==> config.mk <==
export PLATFORM = sky130hd
export DESIGN_NAME = pipe_stage_reg
export DESIGN_NICKNAME = d
export VERILOG_FILES = /design/src/rtl/pipe_stage_reg.sv
export SDC_FILE = /design/constraint.sdc
export NUM_CORES = 1
export LEC_CHECK = 0
export BUFFER_PORTS_ARGS = -buffer_cell sky130_fd_sc_hd__buf_2
export CORE_ASPECT_RATIO = 1.25
export CORE_MARGIN = 10
export CORE_UTILIZATION = 54
export DETAILED_ROUTE_END_ITERATION = 12
export PLACE_DENSITY = 0.76
export SYNTH_ARGS = -nofsm -noshare
export SYNTH_HDL_FRONTEND = slang
export SYNTH_SLANG_ARGS = --single-unit
==> constraint.sdc <==
create_clock -name clk -period 2.6 [get_ports clk]
set_input_delay 0.39 -clock clk [delete_from_list [all_inputs] [get_ports clk]]
set_output_delay 0.39 -clock clk [all_outputs]
set_load 0.01 [all_outputs]
==> src/rtl/pipe_stage_reg.sv <==
`default_nettype none
// ============================================================================
// Module   : pipe_stage_reg
// Purpose  : Generic pipeline stage register with a valid/ready handshake,
//            bubble-injecting flush and an optional two-entry skid buffer.
//            The payload (data) is held on flush; the control field is
//            cleared on flush and reset, and reads 0 whenever no entry is
//            presented.
// Ports    : clk, rst_n        - clock (rising edge), async active-low reset
//            i_flush           - kill held entries and this cycle's input
//            i_in_valid/o_in_ready, i_in_data, i_in_ctrl   - upstream side
//            o_out_valid/i_out_ready, o_out_data, o_out_ctrl - downstream
//            o_occupancy       - number of entries held (0..2)
// Params   : DATA_W, CTRL_W, SKID (1 = skid buffer, registered in_ready)
// Revision : 1.0 - initial release
// ============================================================================
module pipe_stage_reg #(
    parameter int DATA_W = 64,
    parameter int CTRL_W = 8,
    parameter int SKID   = 1
) (
    input  logic              clk,
    input  logic              rst_n,
    input  logic              i_flush,
    input  logic              i_in_valid,
    output logic              o_in_ready,
    input  logic [DATA_W-1:0] i_in_data,
    input  logic [CTRL_W-1:0] i_in_ctrl,
    output logic              o_out_valid,
    input  logic              i_out_ready,
    output logic [DATA_W-1:0] o_out_data,
    output logic [CTRL_W-1:0] o_out_ctrl,
    output logic [1:0]        o_occupancy
);

    // Encoding equals the entry count so occupancy is the state itself.
    typedef enum logic [1:0] {
        S_EMPTY = 2'd0,
        S_MAIN  = 2'd1,
        S_FULL  = 2'd2
    } state_t;

    if (SKID != 0) begin : g_skid
        state_t              r_state;
        state_t              w_state_nxt;
        logic                r_in_ready;
        logic [DATA_W-1:0]   r_main_data, w_main_data_nxt;
        logic [DATA_W-1:0]   r_skid_data, w_skid_data_nxt;
        logic [CTRL_W-1:0]   r_main_ctrl, w_main_ctrl_nxt;
        logic [CTRL_W-1:0]   r_skid_ctrl, w_skid_ctrl_nxt;
        logic                w_in_hs;
        logic                w_out_hs;

        assign w_in_hs  = i_in_valid && r_in_ready;
        assign w_out_hs = (r_state != S_EMPTY) && i_out_ready;

        always_comb begin
            w_state_nxt     = r_state;
            w_main_data_nxt = r_main_data;
            w_main_ctrl_nxt = r_main_ctrl;
            w_skid_data_nxt = r_skid_data;
            w_skid_ctrl_nxt = r_skid_ctrl;
            if (i_flush) begin
                // Input accepted this cycle is swallowed; data words hold.
                w_state_nxt     = S_EMPTY;
                w_main_ctrl_nxt = '0;
                w_skid_ctrl_nxt = '0;
            end else begin
                case (r_state)
                    S_EMPTY: begin
                        if (w_in_hs) begin
                            w_state_nxt     = S_MAIN;
                            w_main_data_nxt = i_in_data;
                            w_main_ctrl_nxt = i_in_ctrl;
                        end
                    end
                    S_MAIN: begin
                        if (w_in_hs && w_out_hs) begin
                            w_main_data_nxt = i_in_data;
                            w_main_ctrl_nxt = i_in_ctrl;
                        end else if (w_in_hs) begin
                            // Downstream stalled: park the new entry in skid.
                            w_state_nxt     = S_FULL;
                            w_skid_data_nxt = i_in_data;
                            w_skid_ctrl_nxt = i_in_ctrl;
                        end else if (w_out_hs) begin
                            w_state_nxt     = S_EMPTY;
                            w_main_ctrl_nxt = '0;
                        end
                    end
                    S_FULL: begin
                        // in_ready is low here, so only the output can move.
                        if (w_out_hs) begin
                            w_state_nxt     = S_MAIN;
                            w_main_data_nxt = r_skid_data;
                            w_main_ctrl_nxt = r_skid_ctrl;
                            w_skid_ctrl_nxt = '0;
                        end
                    end
                    default: begin
                        w_state_nxt     = S_EMPTY;
                        w_main_ctrl_nxt = '0;
                        w_skid_ctrl_nxt = '0;
                    end
                endcase
            end
        end

        always_ff @(posedge clk or negedge rst_n) begin
            if (!rst_n) begin
                r_state     <= S_EMPTY;
                r_in_ready  <= 1'b1;
                r_main_data <= '0;
                r_main_ctrl <= '0;
                r_skid_data <= '0;
                r_skid_ctrl <= '0;
            end else begin
                r_state     <= w_state_nxt;
                // Registered copy of (state != FULL): breaks out_ready -> in_ready.
                r_in_ready  <= (w_state_nxt != S_FULL);
                r_main_data <= w_main_data_nxt;
                r_main_ctrl <= w_main_ctrl_nxt;
                r_skid_data <= w_skid_data_nxt;
                r_skid_ctrl <= w_skid_ctrl_nxt;
            end
        end

        assign o_in_ready  = r_in_ready;
        assign o_out_valid = (r_state != S_EMPTY);
        assign o_out_data  = r_main_data;
        assign o_out_ctrl  = r_main_ctrl;
        assign o_occupancy = r_state;
    end else begin : g_noskid
        logic                r_valid;
        logic [DATA_W-1:0]   r_data;
        logic [CTRL_W-1:0]   r_ctrl;
        logic                w_in_ready;
        logic                w_in_hs;

        // Legacy stall behaviour: accept when empty or draining this cycle.
        assign w_in_ready = !r_valid || i_out_ready;
        assign w_in_hs    = i_in_valid && w_in_ready;

        always_ff @(posedge clk or negedge rst_n) begin
            if (!rst_n) begin
                r_valid <= 1'b0;
                r_data  <= '0;
                r_ctrl  <= '0;
            end else if (i_flush) begin
                r_valid <= 1'b0;
                r_ctrl  <= '0;
            end else if (w_in_hs) begin
                r_valid <= 1'b1;
                r_data  <= i_in_data;
                r_ctrl  <= i_in_ctrl;
            end else if (r_valid && i_out_ready) begin
                r_valid <= 1'b0;
                r_ctrl  <= '0;
            end
        end

        assign o_in_ready  = w_in_ready;
        assign o_out_valid = r_valid;
        assign o_out_data  = r_data;
        assign o_out_ctrl  = r_ctrl;
        assign o_occupancy = {1'b0, r_valid};
    end

endmodule
`default_nettype wire

==> results.yml <==
timing:
  rsz0062_at_grt: "false"
  fmax_ghz: 0.4480
  setup-tns-final_ns: 0
  fin_crit_sh_pct: 85.86
  setup_ws_ns: 0.3678
  setup_viol_count_final: 0
  worstMarginPinSlew_ns: 1.198
  fin_skew_ns: 0.007223
  relSlewSlack_pct: 19.29
  fin_crit_ns: 2.232
  final_max_slew_viol_count: 0
  hold_viol_final: 0
critical_path:
  crit_path_start: "o_occupancy[1]"
  reg2reg_from: "o_occupancy[1]"
  cp-start-kind: "flip-flop"
  critical_path_required_ns: 2.83
  cp-end-kind: "flip-flop"
  worstPathArrival_ns: 2.46
  rr_worst_depth: 4
  critPathKind: "flip-flop to flip-flop"
  worstPathMaxFanout: 21
cts:
  ctsResizeCount: 0
  cts_buffer_depth: 2
  htreeDepth: 4
  cts.sinks: 147
  cts_hold_buf: 0
  cts_buffers: 17
  post-cts-setup-buffer-count: 0
  clock-root-buffer: "clkbuf_16"
  cts_tree: "built"
  path_clk_slew_ns: 0.06
  clkLatencyLatePin_ns: 0.40
power_and_ir_drop:
  pwr-share-clk_pct: 34.7
  swShare_pct: 26.43
  power.switching_uw: 1819
  p_leak_uw: 0.004312
  comb_power_share_pct: 20.0
  power.share.sequential_pct: 45.3
  power_density_nw_per_um2: 848.5
  peakVddDrop_uv: 459.0
  internal_power_uw: 5062
synth:
  ys.warnings.count: 0
  synth-edff-count: 0
  synth_mux_area_share_pct: 25.34
  synth_top_family_by_area: "multiplexers"
  avgSynthCellArea_um2: 12.67
  seq_area_frac_synth_pct: 55.94
  netlist_area_um2: 6578
  yosys.area_share.simple_pct: 7.267
  synth_compound_area_share_pct: 8.218
  ys_seq_elements: 147
  async_reset_ff_share_pct: 100.0
  synthXorXnorAreaFrac_pct: 0
  synth_cells: 519
  synthDistinctLibCells: 34
  synthFlopType: "dfrtp_1"
  synth_fa_ha_area_share_pct: 0
  synth_nets: 596
placement:
  numPortBuffers: 152
  pre_cts_slack_ns: 0.3884
  place_congestion: 0.8267
  dp_hpwl_um: 10500
  placed_area_um2: 7528
drt:
  detailroute.wirelength.met3_um: 771
  drt-met1-wl_um: 6457
  via_count: 4529
  drt_iter0_drc: 267
  firstDrtPassIters: 4
  routed.top_layer: "met4"
  route.detailed.drc: 0
  ant_nets: 0
  wire_per_inst_um: 18.00
  wl_met2_um: 7592
  wl_um: 15190
  vias_per_cell: 5.366
global_routing:
  grt_pass1_vias: 4728
  grt_use_total_pct: 17.80
  antenna_found_initial: 1
  grt_pass1_wl_um: 24530
  grt_overflow: 0
  grt_max_degree: 103
floorplanning:
  die_h_um: 143.4
  core_area_um2: 12050
  die-area_um2: 17020
  rows: 45
  ios: 153
  die_width_um: 118.7
  initial_core_util_pct: 54.59
status:
  status: "completed"
flow_run:
  drv_cap: 0
cells_and_area:
  final_area_um2: 8109
  final_core_util_pct: 67.30
  final_nets: 744
  nFillCells: 926
  syn_to_final_growth_pct: 23.28
  drive_gt1_share_pct: 39.03
hold_path:
  hp-class: "primary input to async pin"
==> final timing paths <==
check                           slack, ns                      to
worst min register to register       0.48           o_out_ctrl[3]
max in group asynchronous            1.88  g_skid.r_skid_data[54]
worst max-delay path                 0.37           o_out_ctrl[6]
worst min-delay path                 0.01  g_skid.r_skid_data[24]
min in group clk                     0.23  g_skid.r_skid_data[44]
worst max register to register       0.37           o_out_ctrl[6]
==> synthesized netlist by cell type (2+ instances only) <==
| library cell | count | share of area, % |
|---|---|---|
| and3b_1 | 2 | 0.27 |
| nand3_1 | 9 | 0.68 |
| o2bb2ai_1 | 4 | 0.53 |
| buf_4 | 2 | 0.23 |
| mux2_2 | 4 | 0.68 |
| a211o_1 | 2 | 0.27 |
| nand3b_1 | 3 | 0.34 |
| mux2_4 | 60 | 14 |
| buf_2 | 17 | 1.3 |
| a22o_1 | 4 | 0.53 |
| buf_6 | 6 | 1.0 |
| mux2i_1 | 72 | 11 |
| nor2_1 | 64 | 3.7 |
| clkbuf_1 | 11 | 0.63 |
| nand2b_1 | 9 | 0.86 |
| dfrtp_1 | 146 | 56 |
| o21ai_0 | 13 | 0.99 |
| a21oi_1 | 66 | 5.0 |
| or2_2 | 2 | 0.19 |
| nand2_1 | 6 | 0.34 |
| a2bb2oi_1 | 4 | 0.53 |
==> through the flow <==
step           total power (µW)  hold WS (ns)  instances
4_1_cts                    6954       0.02247        843
3_5_place_dp               4537        0.4553        812
6_report                   6881       0.01250        844
2_1_floorplan              3974       0.09441        519
5_1_grt                    7236       0.04385        843
3_3_place_gp               4470        0.4479        812
==> worst max-delay path: stages, from the launching register on <==
cell and delay, ns:
dfrtp_1 0.37, buf_4 0.22, a211o_1 0.31, o21ai_0 0.92, o21ai_0 0.24
==> flip-flops by register name, summed over array words and instances (netlist names) <==
name and flops:
o_out_data 64, o_in_ready 1, g_skid.r_skid_data 64, o_out_ctrl 8, g_skid.r_skid_ctrl 8, o_occupancy 2
==> power by group through the flow <==
stage               Clock (µW)  Combinational (µW)  Sequential (µW)
CTS                       2430                1410             3120
global placement             0                1350             3120
global route              2540                1510             3180
finish                    2380                1380             3120
floorplan                    0                 792             3180
detailed placement           0                1400             3140
==> routing by layer <==
layer | global-route usage, % | vias to the layer above
li1 | - | 2132
met1 | 21.20 | 2236
met2 | 29.68 | 134
met3 | 4.945 | 27
met4 | 7.663 | 0
met5 | 0 | -
==> final cells by class <==
class | instances | area [µm²] | area share [%]
flip-flops and latches | 147 | 3680 | 45.38
multi-input cells | 335 | 2713 | 33.45
well taps | 164 | 205.2 | 2.530
clock buffers | 22 | 474.2 | 5.848
repair buffers | 165 | 927.1 | 11.43
inverters | 1 | 3.754 | 0.04629
clock inverters | 9 | 103.9 | 1.281
diodes | 1 | 2.502 | 0.03086
==> logic make-up after synthesis <==
| group | Yosys count |
|---|---|
| and+or+nand+nor | 103 |
| buffers and inverters | 37 |
| DFF | 147 |
| AOI/OAI and AO/OA | 96 |
| muxes | 136 |
==> placed cells by master (no fill, tap or decap), types with 5 or more instances in the layout <==
cell,n
dfrtp_1,146
mux2i_1,72
buf_12,5
nor2_1,64
nand2_1,6
a21oi_1,66
buf_4,8
buf_2,151
mux2_4,60
o21ai_0,13
clkbuf_16,17
nand2b_1,8
nand3_1,9
No activity file was read; power rests on OpenSTA's default activity.
